$ cat config.mk
export PLATFORM = sky130hd
export DESIGN_NAME = instr_fetch_unit_flat
export DESIGN_NICKNAME = d
export VERILOG_FILES = /design/src/rtl/instr_fetch_unit_pkg.sv /design/src/rtl/instr_fetch_unit_if.sv /design/src/rtl/instr_fetch_unit_fetch_pc_reg.sv /design/src/rtl/instr_fetch_unit.sv /design/src/flat_wrapper.sv
export SDC_FILE = /design/constraint.sdc
export NUM_CORES = 1
export LEC_CHECK = 0
export ABC_AREA = 1
export CORE_MARGIN = 3
export CORE_UTILIZATION = 43
export CTS_BUF_LIST = sky130_fd_sc_hd__clkbuf_8
export DETAILED_ROUTE_END_ITERATION = 8
export PLACE_DENSITY = 0.79
export SYNTH_ARGS = -nofsm -noshare
export SYNTH_HDL_FRONTEND = slang
export SYNTH_SLANG_ARGS = --single-unit
$ cat constraint.sdc
create_clock -name clk -period 2.2 [get_ports clk]
set_clock_uncertainty 0.1 [all_clocks]
set_input_delay 0.44 -clock clk [delete_from_list [all_inputs] [get_ports clk]]
set_output_delay 0.44 -clock clk [all_outputs]
set_load 0.02 [all_outputs]
$ cat src/rtl/instr_fetch_unit_pkg.sv
// Shared fetch-stage definitions: state enum, PC constants, IF/ID record and
// next-PC select codes used by instr_fetch_unit and fetch_pc_reg.
package instr_fetch_unit_pkg;

  localparam logic [31:0] RESET_PC   = 32'h0000_0000;
  localparam logic [31:0] PC_STEP    = 32'd4;
  localparam logic [31:0] HALT_INSTR = 32'hFFFF_FFFF;

  typedef enum logic [1:0] {
    ST_BOOT = 2'd0,
    ST_RUN  = 2'd1,
    ST_HALT = 2'd2
  } fetch_state_e;

  typedef enum logic [1:0] {
    PC_HOLD     = 2'd0,
    PC_INCR     = 2'd1,
    PC_REDIRECT = 2'd2
  } pc_sel_e;

  typedef struct packed {
    logic        valid;
    logic [31:0] instr;
    logic [31:0] pc;
    logic [31:0] pc_plus;
  } ifid_t;

  // Redirect targets are always word aligned.
  function automatic logic [31:0] align_pc(input logic [31:0] addr);
    return addr & ~32'h3;
  endfunction

endpackage

$ cat src/rtl/instr_fetch_unit_if.sv
// Fetch-stage bus: instruction memory port, decode/execute control and the
// IF/ID register outputs. master = fetch unit, slave = surrounding pipeline.
interface instr_fetch_unit_if;
  import instr_fetch_unit_pkg::*;

  // Control semantics: stall_i and redirect_valid_i are level signals sampled
  // on every rising edge; redirect_valid_i wins over stall_i. There is no
  // ready back-channel: the IF/ID register is consumed whenever stall_i is low.
  logic [31:0]  imem_addr;
  logic [31:0]  imem_rdata;
  logic         stall_i;
  logic         redirect_valid_i;
  logic [31:0]  redirect_pc_i;
  logic         ifid_valid;
  logic [31:0]  ifid_instr;
  logic [31:0]  ifid_pc;
  logic [31:0]  ifid_pc_plus;
  logic         halted_o;
  fetch_state_e fetch_state;

  modport master (
    output imem_addr, ifid_valid, ifid_instr, ifid_pc, ifid_pc_plus,
           halted_o, fetch_state,
    input  imem_rdata, stall_i, redirect_valid_i, redirect_pc_i
  );

  modport slave (
    input  imem_addr, ifid_valid, ifid_instr, ifid_pc, ifid_pc_plus,
           halted_o, fetch_state,
    output imem_rdata, stall_i, redirect_valid_i, redirect_pc_i
  );

endinterface

$ cat src/rtl/instr_fetch_unit_fetch_pc_reg.sv
// Program counter register with its next-PC mux (hold / increment / redirect).
module fetch_pc_reg
  import instr_fetch_unit_pkg::*;
#(
  parameter logic [31:0] RESET_ADDR = RESET_PC
) (
  input  logic        clk,
  input  logic        rst_n,
  input  pc_sel_e     sel,
  input  logic [31:0] redirect_pc,
  output logic [31:0] pc,
  output logic [31:0] pc_plus
);

  logic [31:0] pc_q;
  logic [31:0] pc_d;

  // Modulo-2^32 increment: the top word wraps to address 0.
  assign pc_plus = pc_q + PC_STEP;

  always_comb begin
    pc_d = pc_q;
    case (sel)
      PC_INCR:     pc_d = pc_plus;
      PC_REDIRECT: pc_d = align_pc(redirect_pc);
      default:     pc_d = pc_q;
    endcase
  end

  always_ff @(posedge clk or negedge rst_n) begin
    if (!rst_n) begin
      pc_q <= RESET_ADDR;
    end else begin
      pc_q <= pc_d;
    end
  end

  assign pc = pc_q;

endmodule

$ cat src/rtl/instr_fetch_unit.sv
// Fetch stage: PC, instruction memory address, IF/ID register, stall/redirect/halt.
// Optional FETCH_PERF_CNT_EN adds perf_fetched / perf_bubbles counters.
module instr_fetch_unit
  import instr_fetch_unit_pkg::*;
#(
  parameter logic [31:0] RESET_ADDR = RESET_PC
) (
  input  logic                clk,
  input  logic                rst_n,
  instr_fetch_unit_if.master  bus
`ifdef FETCH_PERF_CNT_EN
  ,
  output logic [31:0]         perf_fetched,
  output logic [31:0]         perf_bubbles
`endif
);

  fetch_state_e state_q;
  fetch_state_e state_d;
  ifid_t        ifid_q;
  ifid_t        ifid_d;
  pc_sel_e      pc_sel;
  logic [31:0]  pc;
  logic [31:0]  pc_plus;
  logic         fetch_event;
  logic         bubble_event;

  fetch_pc_reg #(
    .RESET_ADDR (RESET_ADDR)
  ) u_pc_reg (
    .clk         (clk),
    .rst_n       (rst_n),
    .sel         (pc_sel),
    .redirect_pc (bus.redirect_pc_i),
    .pc          (pc),
    .pc_plus     (pc_plus)
  );

  always_comb begin
    state_d      = state_q;
    ifid_d       = ifid_q;
    pc_sel       = PC_HOLD;
    fetch_event  = 1'b0;
    bubble_event = 1'b0;
    case (state_q)
      ST_BOOT: begin
        state_d = ST_RUN;
        if (bus.redirect_valid_i) begin
          pc_sel = PC_REDIRECT;
        end
      end
      ST_RUN: begin
        if (bus.redirect_valid_i) begin
          pc_sel       = PC_REDIRECT;
          ifid_d.valid = 1'b0;
          bubble_event = 1'b1;
        end else if (bus.stall_i) begin
          bubble_event = 1'b1;
        end else begin
          ifid_d.valid   = 1'b1;
          ifid_d.instr   = bus.imem_rdata;
          ifid_d.pc      = pc;
          ifid_d.pc_plus = pc_plus;
          fetch_event    = 1'b1;
          // The halt word is delivered to decode but the PC stays on it.
          if (bus.imem_rdata == HALT_INSTR) begin
            state_d = ST_HALT;
          end else begin
            pc_sel = PC_INCR;
          end
        end
      end
      ST_HALT: begin
        if (bus.redirect_valid_i) begin
          pc_sel       = PC_REDIRECT;
          ifid_d.valid = 1'b0;
          state_d      = ST_RUN;
        end else if (!bus.stall_i) begin
          ifid_d.valid = 1'b0;
        end
      end
      default: begin
        state_d = ST_BOOT;
      end
    endcase
  end

  always_ff @(posedge clk or negedge rst_n) begin
    if (!rst_n) begin
      state_q <= ST_BOOT;
      ifid_q  <= '0;
    end else begin
      state_q <= state_d;
      ifid_q  <= ifid_d;
    end
  end

`ifdef FETCH_PERF_CNT_EN
  always_ff @(posedge clk or negedge rst_n) begin
    if (!rst_n) begin
      perf_fetched <= '0;
      perf_bubbles <= '0;
    end else begin
      if (fetch_event) perf_fetched <= perf_fetched + 32'd1;
      if (bubble_event) perf_bubbles <= perf_bubbles + 32'd1;
    end
  end
`else
  logic unused_events;
  assign unused_events = fetch_event ^ bubble_event;
`endif

  assign bus.imem_addr    = pc;
  assign bus.ifid_valid   = ifid_q.valid;
  assign bus.ifid_instr   = ifid_q.instr;
  assign bus.ifid_pc      = ifid_q.pc;
  assign bus.ifid_pc_plus = ifid_q.pc_plus;
  assign bus.halted_o     = (state_q == ST_HALT);
  assign bus.fetch_state  = state_q;

endmodule

$ cat src/flat_wrapper.sv
// flat-port wrapper written by rule: the top's interface ports become plain ports
module instr_fetch_unit_flat import instr_fetch_unit_pkg::*;
#(
  parameter logic [31:0] RESET_ADDR = RESET_PC
)
  (clk, rst_n, bus_imem_addr, bus_ifid_valid, bus_ifid_instr, bus_ifid_pc, bus_ifid_pc_plus, bus_halted_o, bus_fetch_state, bus_imem_rdata, bus_stall_i, bus_redirect_valid_i, bus_redirect_pc_i);
  instr_fetch_unit_if bus_i ();
  input  logic clk;
  input  logic rst_n;
  output wire logic [$bits(bus_i.imem_addr)-1:0] bus_imem_addr;
  output wire logic [$bits(bus_i.ifid_valid)-1:0] bus_ifid_valid;
  output wire logic [$bits(bus_i.ifid_instr)-1:0] bus_ifid_instr;
  output wire logic [$bits(bus_i.ifid_pc)-1:0] bus_ifid_pc;
  output wire logic [$bits(bus_i.ifid_pc_plus)-1:0] bus_ifid_pc_plus;
  output wire logic [$bits(bus_i.halted_o)-1:0] bus_halted_o;
  output wire logic [$bits(bus_i.fetch_state)-1:0] bus_fetch_state;
  input wire logic [$bits(bus_i.imem_rdata)-1:0] bus_imem_rdata;
  input wire logic [$bits(bus_i.stall_i)-1:0] bus_stall_i;
  input wire logic [$bits(bus_i.redirect_valid_i)-1:0] bus_redirect_valid_i;
  input wire logic [$bits(bus_i.redirect_pc_i)-1:0] bus_redirect_pc_i;
  assign bus_imem_addr = bus_i.imem_addr;
  assign bus_ifid_valid = bus_i.ifid_valid;
  assign bus_ifid_instr = bus_i.ifid_instr;
  assign bus_ifid_pc = bus_i.ifid_pc;
  assign bus_ifid_pc_plus = bus_i.ifid_pc_plus;
  assign bus_halted_o = bus_i.halted_o;
  assign bus_fetch_state = bus_i.fetch_state;
  assign bus_i.imem_rdata = bus_imem_rdata;
  assign bus_i.stall_i = bus_stall_i;
  assign bus_i.redirect_valid_i = bus_redirect_valid_i;
  assign bus_i.redirect_pc_i = bus_redirect_pc_i;
  instr_fetch_unit #(.RESET_ADDR(RESET_ADDR)) u_core (.clk(clk), .rst_n(rst_n), .bus(bus_i));
endmodule
* Word-level counts from Yosys, hierarchy flattened *
Index checks and enable logic that the tools add are counted.

cells by class
  $add $sub $neg = 1
  multiply operators = 0
  divide/modulo/power cells = 0
  order comparisons = 0
  eq/ne operators = 11
  shift-type cells = 0
  multiplexer cells = 16
  bitwise gates (word level) = 2
  reductions and logical operators = 7

operators by type and width
  operator                                              count
  two-way mux 97 bit                                    1
  case mux 32 bit (2 select lines)                      1
  adder 32 x 3 -> 32 bit (second input constant)        1
  equality test 32 bit (second input constant)          1
  two-way mux 2 bit                                     6
  case mux 2 bit (3 select lines)                       1
  AND reduction 3 bit                                   2
  two-way mux 1 bit                                     5
  equality test 2 x 1 -> 1 bit (second input constant)  2
  equality test 2 bit (second input constant)           2
  != test 2 x 1 -> 1 bit (second input constant)        2
  != test 2 bit (second input constant)                 2
  case mux 2 bit (2 select lines)                       1
  AND reduction 4 bit                                   1
  nonzero test 2 bit                                    2
  != test 3 x 2 -> 1 bit (second input constant)        1
  != test 3 bit (second input constant)                 1
  zero test 2 bit                                       1
  inverter 1 bit                                        2
  case mux 1 bit (2 select lines)                       1
  OR reduction 2 bit                                    1

storage, ports and cells
  register bits after elaboration = 131
  bits in latches = 0
  RAM bits = 0
  ROM bits = 0
  input port bits = 68
  memories = 0

* Logic depth before layout (Yosys ltp) *
Gate-level depths: netlist of run 1.

  depth after elaboration = 7
  depth in mapped cells = 14
  depth with buffers taken out = 12

* Cells and area by module *
Synthesis of run 1 repeated with hierarchy kept, for this count alone.

second synthesis, totals
  cells, all modules = 672
  area, all modules = 6,533.8 um2

by module, submodules not included
  module            instances  cells each  area an instance (um2)
  instr_fetch_unit  1          270         4,102.7
  fetch_pc_reg      1          402         2,431.1

* Least setup slack after synthesis of run 1 *
Ideal clock, no wire load.

  path type = register to register
  start = reg u_core.state_q[0], in the netlist u_core.bus.fetch_state[0]
  end = reg u_core.u_pc_reg.pc_q[10], in the netlist u_core.u_pc_reg.pc[10]
  library setup time = 132 ps
  data arrival time = 2,128 ps
  required time = 1,968 ps
  setup slack = -159 ps
  cell stages (with the launch flop) = 14
  period minus slack after synthesis = 2,359 ps
  cell sequence = dfrtp_1 > inv_2 > nor2_2 > inv_2 > nor2_4 > buf_4 > buf_2 > nand2_1 > ha_1 > clkbuf_1 > clkbuf_1 > nor2_1 > nand2_1 > o21ai_0

between the ends
  word-level cells in the longest chain between the ends = 5
  elaborated cells on any way between the ends = 9
  those cells by class = 4 x eq/ne; 2 x mux; 3 x reduce/logical

RTL lines
  what                                                                           RTL line                             source
  start, declared                                                                instr_fetch_unit.sv:18               fetch_state_e state_q;
  start signal, assigned                                                         instr_fetch_unit.sv:93               state_q <= state_d;
  equality test 2 bit / zero test 2 bit (equally long branches)                  instr_fetch_unit.sv:45               case (state_q)
  OR reduction 2 bit (no line)                                                   --
  case mux 2 bit (2 select lines) *                                              instr_fetch_unit.sv:45
  equality test 2 bit / equality test 2 x 1 -> 1 bit (equally long branches)     instr_fetch_unit_fetch_pc_reg.sv:23  case (sel)
  case mux 32 bit (2 select lines) / nonzero test 2 bit (equally long branches)  --
  end signal, assigned                                                           instr_fetch_unit_fetch_pc_reg.sv:34  pc_q <= pc_d;
  end, declared                                                                  instr_fetch_unit_fetch_pc_reg.sv:15  logic [31:0] pc_q;

Every way passes the cells marked *; elsewhere a longest branch is shown, timed or not.
A chain may end at the register's enable or synchronous reset.

* Worst setup path after layout of run 1 *
  start = reg u_core.u_pc_reg.pc_q[11], in the netlist u_core.u_pc_reg.pc[11]
  end = out bus_imem_addr[11]

RTL lines
  what           RTL line            source
  end, declared  flat_wrapper.sv:10  output wire logic [$bits(bus_i.imem_addr)-1:0] bus_imem_addr;

No word-level cell between the ends.

==> results of run 1 <==
-- metal layers --
| metal | global-route usage | part of all wire |
|---|---|---|
| met1 | 0.309 | 0.44 |
| met2 | 0.368 | 0.47 |
| met3 | 0.0622 | 0.077 |
| met4 | 0.0808 | 0.017 |
| met5 | 0 | 0 |
-- timing repair --
item,in CTS,in global routing
endpoints found under the setup margin,1,31
hold buffers,1,0
resized for setup,1,11
endpoints found under the hold margin,24,0
cloned,0,0
-- synth_stat cells, drive strengths merged --
master / n / share of area
nand2: 304 / 0.19
dfrtp: 125 / 0.52
nor2: 103 / 0.071
o21ai: 81 / 0.068
inv: 62 / 0.039
nand3: 32 / 0.027
buf: 28 / 0.027
clkbuf: 11 / 0.0069
a31oi: 9 / 0.0094
nor3: 8 / 0.0067
xor2: 8 / 0.012
a21oi: 5 / 0.0042
a21o: 2 / 0.0025
ha: 2 / 0.0042
o211ai: 2 / 0.0025
a22oi: 1 / 0.0013
conb: 1 / 0.00063
nand4: 1 / 0.0010
o21a: 1 / 0.0013
o21bai: 1 / 0.0013
xnor2: 1 / 0.0015
-- flip-flops by register name, summed over array words and instances, names as in the netlist --
name and cells:
u_core.bus.ifid_valid 1, u_core.bus.ifid_instr 32, u_core.bus.fetch_state 2, u_core.bus.ifid_pc 30, u_core.u_pc_reg.pc 30, u_core.bus.ifid_pc_plus 30
-- kinds of logic after synthesis --
family	Yosys count
AOI/OAI and AO/OA	102
xor gates and xnor gates	9
adders and majority gates	2
buffers and inverters	101
DFF	125
other	1
and+or+nand+nor	448
-- area by class of cell --
cell class / count / share of cell area
inverter: 62 / 0.0276
clock buffer: 19 / 0.0303
multi-input combinational: 567 / 0.287
timing repair buffer: 225 / 0.257
clock inverter: 12 / 0.00958
sequential: 125 / 0.363
tap: 176 / 0.0255
-- power by group through the flow --
stage	logic, mW	clock network [mW]	registers [mW]
after floorplan	0.857	0	3.71
after global placement	2.80	0	3.20
after detailed placement	2.83	0	3.21
after CTS	2.85	1.83	3.18
after global routing	3.08	1.93	3.24
final	2.83	1.80	3.18
-- per-stage QoR --
| stage | TNS (ns) | setup WS (ns) |
|---|---|---|
| final | 0 | 0.0515 |
| after CTS | 0 | 0.00376 |
| after detailed placement | -12.09 | -0.432 |
| after floorplan | 0 | 0.0304 |
| after global routing | 0 | 0.00909 |
| after global placement | -10.30 | -0.389 |
-- worst min path at each step --
stage	startpoint	endpoint	slack, ns	cells after the start
2_1_floorplan	rst_n	u_core.bus.fetch_state[0]	0.04	0
3_3_place_gp	rst_n	u_core.bus.ifid_pc_plus[23]	0.27	1
3_5_place_dp	rst_n	u_core.bus.ifid_pc_plus[23]	0.26	1
4_1_cts	rst_n	u_core.bus.ifid_pc_plus[23]	0.35	2
5_1_grt	rst_n	u_core.bus.ifid_pc[23]	0.39	2
6_report	rst_n	u_core.bus.ifid_pc[23]	0.36	2
==> summary.md, run 1 <==
| Metric | Value |
|---|---|
| Crit path kind | `flip-flop to output port` |
| Syn Area/Cell | `7.61 um2` |
| Status | `finished clean` |
| Antenna-violating nets left | `0` |
| Clock network fraction of design power | `0.231` |
| Vias per cell | `between 4 and 5` |
| Critical Path End | `bus_imem_addr[11]` |
| Switch share | `0.364` |
| Cells after synthesis | `~790` |
| Min Tclk post-route | `2.15 ns` |
| Leak | `a little over 4 nW` |
| Setup repair bufs after CTS | `0` |
| Chip width | `around 120 um` |
| Clock Tree Buf Depth | `2` |
| Crit path largest cell delay | `roughly 0.66 ns` |
| Post-Place Cells | `~1200` |
| R2r setup slk | `0.19 ns` |
| Routed WL | `between 15000 and 20000 um` |
| Area used by multi-input combinational logic | `2470 um2` |
| Fill count | `between 1000 and 1500` |
| WP depth | `1` |
| Vias | `between 5000 and 6000` |
| Die height | `~120 um` |
| Overall Power | `approximately 7.8 mW` |
| Global Route Usage Sum | `0.232` |
| Largest family of logic cells by synthesized area | `simple AND/OR/NAND/NOR gates` |
| Initial antenna violation count | `0` |
| Switching pwr | `2.85 mW` |
| CTS tree | `built` |
| Gp weighted congestion | `0.878` |
| Largest net degree at the start of global routing | `between 70 and 80` |
| DRC violations left | `0` |
| Antenna Cells | `0` |
| CTS buffer count | `17` |
| Insertion delay to the later sink of the worst-skew pair | `0.45 ns` |
| Compound-Gate Fraction of Synth Area | `0.0906` |
| Slew Viols, Final | `0` |
| Peak VDD IR | `0.000466 V` |
| Overflow left after global routing | `0` |
| DP HPWL | `between 10000 and 15000 um` |
| Seq pwr share | `0.407` |
| R2R Path Start | `u_core.u_pc_reg.pc[2]` |
| RSZ-0062 raised after global routing | `false` |
| Fin. Hold Viols | `0` |
| H-Tree Depth | `4` |
| Post-Route Utilization | `0.641` |
| Worst-path fanout max | `6` |
| Clock tree root driver cell | `clkbuf_8` |
| DRT Pass-1 Iters | `5` |
| Ys Warns | `0` |
| Worst path required time | `roughly 1.7 ns` |
| Hold Crit Class | `primary input to asynchronous set/reset pin` |
| Area grow syn2layout | `43.8%` |
| Maxcap violations | `0` |
| Min Hold Slack | `0.362 ns` |
| Multiplexer share of the synthesized area | `0` |
| Initial core utilization | `0.446` |
| Clock sinks | `between 100 and 150` |
| Internal Power | `4.97 mW` |
| Number of global-route vias before repair | `around 5500` |
| Peak Freq | `465 MHz` |
| Gate power share | `0.362` |
| XOR/XNOR share of the synthesized area | `0.0131` |
| Crit path launch type | `flip-flop` |
| Layout cells sized above 1 | `0.0871` |
| CTS clock-pin slew for the worst setup and hold paths | `approximately 0.080 ns` |
| First-pass GRT wire length | `27400 um` |
| FF-to-FF path depth | `10` |
| DR WL/cell | `between 10 and 15 um` |
| Commonest non-fill, non-tap cells in the layout | `nand2_1, clkdlybuf4s50_1, dfrtp_1, nor2_1, inv_1` |
| Layout Nets | `1068` |
| Setup violations, final | `0` |
| Final Non-Filler Cells | `approximately 1200` |
| # IOs | `200` |
| Final Instance Area | `approximately 8600 um2` |
| Post-Syn Area | `between 5000 and 6000 um2` |
| Family with the most delay on the worst path | `buffers and inverters` |
| PD cells | `slightly above 900 nW/um2` |
| IO buf count | `about 190` |
| Placed inst area | `approximately 8200 um2` |
| Reg2reg end | `u_core.bus.ifid_pc_plus[28]` |
| CP endpoint kind | `output port` |
| CP arrival | `about 1.6 ns` |
| Post-synth cell types | `28` |
| Adder-cell share of the synthesized area | `0.00417` |
| Cell chain of the critical path | `clkdlybuf4s50_1` |
| Synth Area in Simple Gates | `0.297` |
| Seq/Total Area, Yosys | `0.522` |
| Initial DRC count | `~360` |
| Register area | `3130 um2` |
| Die area | `about 15000 um2` |
| CP max stage cell | `clkdlybuf4s50_1` |
| Critical path buffers and inverters | `1` |
| Seq cells post-synth | `~130` |
| Crit share post-route | `0.977` |
| Critical Path Source | `u_core.u_pc_reg.pc[11]` |
| Core area | `about 13000 um2` |
| Row cnt | `42` |
| Leading cell type in the layout, fill and taps excluded | `nand2_1` |
Power figures use the tool's default switching activity.
==> inputs of run 2 (changes only) <==
Settings changed: SETUP_SLACK_MARGIN set to 0.15, SLEW_MARGIN set to 20.
==> summary.md, run 2 (same netlist as run 1, synthesis figures left out) <==
| Metric | Value |
|---|---|
| Gate power share | `0.334 (-0.028)` |
| Area used by multi-input combinational logic | `2530 um2 (+2.3%)` |
| CTS buffer count | `17 (unchanged)` |
| # IOs | `200 (unchanged)` |
| Seq pwr share | `0.378 (-0.029)` |
| Overall Power | `8.38 mW (+7.3%)` |
| Routed WL | `18100 um (+2.7%)` |
| CTS clock-pin slew for the worst setup and hold paths | `0.07 ns (about the same)` |
| Die area | `15400 um2 (unchanged)` |
| CP max stage cell | `clkdlybuf4s50_1` |
| Worst path required time | `1.66 ns (about the same)` |
| CTS tree | `built` |
| Switch share | `0.346 (-0.0184)` |
| CP arrival | `1.46 ns (-0.15 ns)` |
| DP HPWL | `13000 um (+0.15%)` |
| Clock sinks | `125 (unchanged)` |
| Leak | `4.28 nW (+5.3%)` |
| Crit path largest cell delay | `0.62 ns (-0.04 ns)` |
| IO buf count | `191 (unchanged)` |
| Largest net degree at the start of global routing | `74 (-3.9%)` |
| Core area | `13500 um2 (unchanged)` |
| Antenna-violating nets left | `0 (unchanged)` |
| RSZ-0062 raised after global routing | `true` |
| Post-Route Utilization | `0.660 (+0.0189)` |
| Chip width | `124 um (unchanged)` |
| Initial DRC count | `464 (+30%)` |
| CP endpoint kind | `output port` |
| Max FFs per register | `32 (unchanged)` |
| Setup violations, final | `0 (unchanged)` |
| Maxcap violations | `0 (unchanged)` |
| Initial core utilization | `0.446 (unchanged)` |
| Initial antenna violation count | `0 (unchanged)` |
| DR WL/cell | `15.3 um (+2.8%)` |
| Leading cell type in the layout, fill and taps excluded | `nand2_1` |
| Slew Viols, Final | `0 (unchanged)` |
| Vias | `5862 (+0.76%)` |
| Min Hold Slack | `0.169 ns (-0.193 ns)` |
| Peak VDD IR | `0.000567 V (+22%)` |
| Register area | `3130 um2 (unchanged)` |
| Area grow syn2layout | `48.1%` |
| Gp weighted congestion | `0.881 (+0.43%)` |
| Clock network fraction of design power | `0.288 (+0.057)` |
| Layout cells sized above 1 | `0.107 (+0.0199)` |
| Clock tree root driver cell | `clkbuf_8` |
| Global Route Usage Sum | `0.237 (+0.00439)` |
| Insertion delay to the later sink of the worst-skew pair | `0.43 ns (-0.02 ns)` |
| Total Neg Setup Slack | `0 ns (unchanged)` |
| Overflow left after global routing | `0 (unchanged)` |
| Vias per cell | `4.95 (+0.84%)` |
| First-pass GRT wire length | `27900 um (+1.8%)` |
| Crit path kind | `flip-flop to output port` |
| Fill count | `1170 (+0.69%)` |
| Critical path buffers and inverters | `1 (unchanged)` |
| Min Tclk post-route | `2.00 ns (-0.148 ns)` |
| Commonest non-fill, non-tap cells in the layout | `nand2_1, clkdlybuf4s50_1, dfrtp_1, nor2_1, inv_1` |
| Placed inst area | `8250 um2 (+0.23%)` |
| Cell chain of the critical path | `clkdlybuf4s50_1` |
| Antenna Cells | `0 (unchanged)` |
| Crit path launch type | `flip-flop` |
| Switching pwr | `2.90 mW (+1.9%)` |
| Hold Crit Class | `primary input to flip-flop` |
| Final Instance Area | `8880 um2 (+2.9%)` |
| Worst-path fanout max | `2 (-4)` |
| Status | `finished clean` |
| PD cells | `944 nW/um2 (+4.2%)` |
| H-Tree Depth | `4 (unchanged)` |
| Crit share post-route | `0.909 (-0.0672)` |
| Number of global-route vias before repair | `5523 (+1.1%)` |
| Row cnt | `42 (unchanged)` |
| DRT Pass-1 Iters | `5 (unchanged)` |
| DRC violations left | `0 (unchanged)` |
| Family with the most delay on the worst path | `buffers and inverters` |
| Internal Power | `5.48 mW (+10%)` |
| Die height | `124 um (unchanged)` |
| Fin. Hold Viols | `0 (unchanged)` |
| Clock Tree Buf Depth | `2 (unchanged)` |
| Peak Freq | `500 MHz (+7.4%)` |
| Layout Nets | `1066 (-0.19%)` |
==> run 2: timing repair <==
action,CTS,global route
setup endpoints to repair,44,37
pin swaps,0,7
hold buffers,1,0
setup buffers,1,0
gates cloned,0,2
resized for setup,35,33
hold endpoints to repair,15,0
==> run 2: worst paths after layout <==
path / from / endpoint / slack, ns / depth (start not counted)
worst min-delay path: bus_imem_rdata[13] / u_core.bus.ifid_instr[13] / 0.17 / 3
worst max register to register: u_core.bus.fetch_state[0] / u_core.bus.ifid_pc_plus[15] / 0.35 / 8
worst max-delay path: u_core.bus.ifid_pc[31] / bus_ifid_pc[31] / 0.20 / 1
min in group asynchronous: rst_n / u_core.bus.ifid_pc_plus[6] / 0.31 / 2
max in group asynchronous: rst_n / u_core.bus.ifid_pc[26] / 1.05 / 3
worst min register to register: u_core.bus.ifid_instr[20] / u_core.bus.ifid_instr[20] / 0.37 / 2
==> run 2: area by class of cell <==
cell class | count | area share
repair buffers | 223 | 0.256
flip-flops and latches | 125 | 0.353
clock inverters | 10 | 0.0206
well taps | 176 | 0.0248
inverters | 62 | 0.0271
multi-input cells | 567 | 0.285
clock buffers | 22 | 0.0341
==> run 2: power by group through the flow <==
| stage | clock network (mW) | logic [mW] | registers (mW) |
|---|---|---|---|
| floorplan | 0 | 0.875 | 3.71 |
| global placement | 0 | 2.82 | 3.19 |
| detailed placement | 0 | 2.86 | 3.20 |
| CTS | 2.46 | 2.79 | 3.16 |
| global route | 2.55 | 3.05 | 3.24 |
| finish | 2.41 | 2.80 | 3.17 |
==> run 2: layer usage <==
layer	vias up	routed length, um	global-route usage
met2	218	8580	0.373
met5	-	0	0
met3	28	1320	0.0490
met1	2736	7800	0.321
li1	2880	-	-
met4	0	378	0.0924
==> run 2: per-stage QoR <==
stage          setup slack (ns)  std cells
2_1_floorplan             0.141        793
3_5_place_dp             -0.375       1149
3_3_place_gp             -0.336       1149
5_1_grt                   0.147       1185
6_report                  0.199       1185
4_1_cts                   0.151       1183
==> inputs of run 3 (changes only) <==
--- a/config.mk
+++ b/config.mk
@@ -11,4 +11,5 @@
 export CTS_BUF_LIST = sky130_fd_sc_hd__clkbuf_8
 export DETAILED_ROUTE_END_ITERATION = 8
+export GPL_TIMING_DRIVEN = 0
 export PLACE_DENSITY = 0.79
 export SETUP_SLACK_MARGIN = 0.15
==> constraint.sdc (replaced) <==
create_clock -name clk -period 2.2 [get_ports clk]
set_clock_uncertainty 0.1 [all_clocks]
set_input_delay 0.33 -clock clk [delete_from_list [all_inputs] [get_ports clk]]
set_output_delay 0.33 -clock clk [all_outputs]
set_load 0.02 [all_outputs]
==> summary.md, run 3 (same netlist as run 1, synthesis figures left out) <==
| Metric | Value |
|---|---|
| Min Tclk post-route | `2.01 ns (+0.0113 ns)` |
| Crit path launch type | `flip-flop` |
| Insertion delay to the later sink of the worst-skew pair | `0.46 ns (+0.03 ns)` |
| Crit path largest cell delay | `0.61 ns (about the same)` |
| CTS tree | `built` |
| Leak | `4.26 nW (-0.59%)` |
| Global Route Usage Sum | `0.251 (+0.0143)` |
| Family with the most delay on the worst path | `buffers and inverters` |
| IO buf count | `191 (unchanged)` |
| Cell chain of the critical path | `buf_4 > clkdlybuf4s50_1` |
| Layout cells sized above 1 | `0.108 (+0.00115)` |
| Slew Viols, Final | `0 (unchanged)` |
| Initial antenna violation count | `0 (unchanged)` |
| Commonest non-fill, non-tap cells in the layout | `nand2_1, clkdlybuf4s50_1, dfrtp_1, nor2_1, inv_1` |
| Initial core utilization | `0.446 (unchanged)` |
| Critical Path End | `bus_fetch_state[1]` |
| Die height | `124 um (unchanged)` |
| First-pass GRT wire length | `29200 um (+4.6%)` |
| DP HPWL | `14000 um (+7.5%)` |
| CTS clock-pin slew for the worst setup and hold paths | `0.07 ns (about the same)` |
| R2r setup slk | `0.22 ns (-0.13 ns)` |
| PD cells | `913 nW/um2 (-3.3%)` |
| Vias per cell | `4.97 (+0.42%)` |
| Area grow syn2layout | `49.1%` |
| Row cnt | `42 (unchanged)` |
| CP arrival | `1.58 ns (+0.12 ns)` |
| Critical Path Source | `u_core.bus.fetch_state[1]` |
| Peak Freq | `497 MHz (-0.56%)` |
| CTS buffer count | `17 (unchanged)` |
| DRC violations left | `0 (unchanged)` |
| Max FFs per register | `32 (unchanged)` |
| DR WL/cell | `16.1 um (+5.2%)` |
| Routed WL | `19300 um (+6.7%)` |
| Overflow left after global routing | `0 (unchanged)` |
| Chip width | `124 um (unchanged)` |
| Clock tree root driver cell | `clkbuf_8` |
| Antenna Cells | `0 (unchanged)` |
| Crit share post-route | `0.915 (+0.00513)` |
| Fill count | `1188 (+1.5%)` |
| Global-route met2 utilization | `0.403 (+0.0294)` |
| Status | `finished clean` |
| Number of global-route vias before repair | `5721 (+3.6%)` |
| DRT Pass-1 Iters | `5 (unchanged)` |
| Maxcap violations | `0 (unchanged)` |
| Clock Tree Buf Depth | `2 (unchanged)` |
| FF-to-FF path depth | `12 (+4)` |
| Clock sinks | `125 (unchanged)` |
| Layout Nets | `1084 (+1.7%)` |
| Peak VDD IR | `0.000604 V (+6.5%)` |
| CP endpoint kind | `output port` |
| Critical path buffers and inverters | `2 (+1)` |
| CP max stage cell | `clkdlybuf4s50_1` |
| H-Tree Depth | `4 (unchanged)` |
| Antenna-violating nets left | `0 (unchanged)` |
| # IOs | `200 (unchanged)` |
| Final Instance Area | `8940 um2 (+0.70%)` |
| Setup violations, final | `0 (unchanged)` |
| Die area | `15400 um2 (unchanged)` |
| Routing usage on met1 | `0.331 (+0.00969)` |
| Final Worst Setup Slack | `0.188 ns (-0.0113 ns)` |
| Leading cell type in the layout, fill and taps excluded | `nand2_1` |
| Gp weighted congestion | `0.894 (+1.4%)` |
| Dpl ws | `-0.624 ns (-0.248 ns)` |
| Post-Route Utilization | `0.664 (+0.00465)` |
| Core area | `13500 um2 (unchanged)` |
| Worst path required time | `1.77 ns (+0.11 ns)` |
| Hold Crit Class | `primary input to asynchronous set/reset pin` |
| GR peak layer | `met2` |
| Placed inst area | `8250 um2 (about the same)` |
| Initial DRC count | `387 (-17%)` |
| Met3 usage | `0.0631 (+0.0141)` |
| R2R Path Start | `u_core.bus.fetch_state[0]` |
| RSZ-0062 raised after global routing | `true` |
| Crit path kind | `flip-flop to output port` |
| Fin. Hold Viols | `0 (unchanged)` |
| Worst-path fanout max | `3 (+1)` |
| Min Hold Slack | `0.255 ns (+0.0867 ns)` |
| WP depth | `2 (+1)` |
| Largest net degree at the start of global routing | `80 (+8.1%)` |
| Total Neg Setup Slack | `0 ns (unchanged)` |
| Reg2reg end | `u_core.u_pc_reg.pc[7]` |
| Vias | `5971 (+1.9%)` |
-- run 3: cell count changes in the layout (fill, tap and decap cells not counted), sizes merged --
| cell | previous run | this run |
|---|---|---|
| dlymetal6s2s | 9 | 6 |
| clkinvlp | 3 | 1 |
| clkbuf | 24 | 35 |
| buf | 30 | 37 |
| inv | 62 | 65 |
| clkdlybuf4s50 | 152 | 182 |
| clkinv | 2 | 3 |
| dlygate4sd2 | 29 | 2 |
| bufinv | 5 | 2 |
-- run 3: stage by stage --
| step | power (mW) | std cells |
|---|---|---|
| 6_report | 8.16 | 1202 |
| 2_1_floorplan | 4.58 | 793 |
| 4_1_cts | 8.17 | 1196 |
| 3_5_place_dp | 6.08 | 1161 |
| 3_3_place_gp | 6.03 | 1160 |
| 5_1_grt | 8.59 | 1202 |
-- run 3: area by class of cell --
type / instances / area [um2] / share of cell area
Buffer: 39 / 370 / 0.0414
Clock buffer: 22 / 303 / 0.0339
Clock inverter: 9 / 93.8 / 0.0105
Inverter: 62 / 238 / 0.0266
Multi-Input combinational cell: 567 / 2510 / 0.281
Sequential cell: 125 / 3130 / 0.350
Tap cell: 176 / 220 / 0.0246
Timing Repair Buffer: 202 / 2070 / 0.232
-- run 3: worst min-delay path by stage --
stage	end	start	depth (start not counted)
after floorplan	u_core.bus.fetch_state[0]	rst_n	0
after global placement	u_core.bus.ifid_instr[8]	u_core.bus.ifid_instr[8]	2
after detailed placement	u_core.bus.ifid_pc[5]	rst_n	1
after CTS	u_core.bus.ifid_pc_plus[5]	rst_n	2
after global routing	u_core.bus.ifid_pc_plus[5]	rst_n	2
final	u_core.bus.ifid_pc_plus[5]	rst_n	2
-- run 3: timing repair --
action	4_1_cts	5_1_grt
gates cloned	0	3
hold buffers	1	0
resized for setup	24	30
pin swaps	1	1
buffers inserted	3	3
hold endpoints to repair	46	0
endpoints found under the setup margin	33	37
-- run 3: layer usage --
| layer | routed length [um] | part of all wire |
|---|---|---|
| met3 | 1630 | 0.084 |
| met1 | 8230 | 0.43 |
| met2 | 9010 | 0.47 |
| met4 | 436 | 0.023 |
| met5 | 0 | 0 |
-- run 3: power breakdown --
group	switching (mW)	total [mW]	internal (mW)	leakage, nW
Sequential	0.406	3.17	2.76	1.53
Clock	0.897	2.03	1.13	0.214
Combinational	1.62	2.96	1.34	2.52
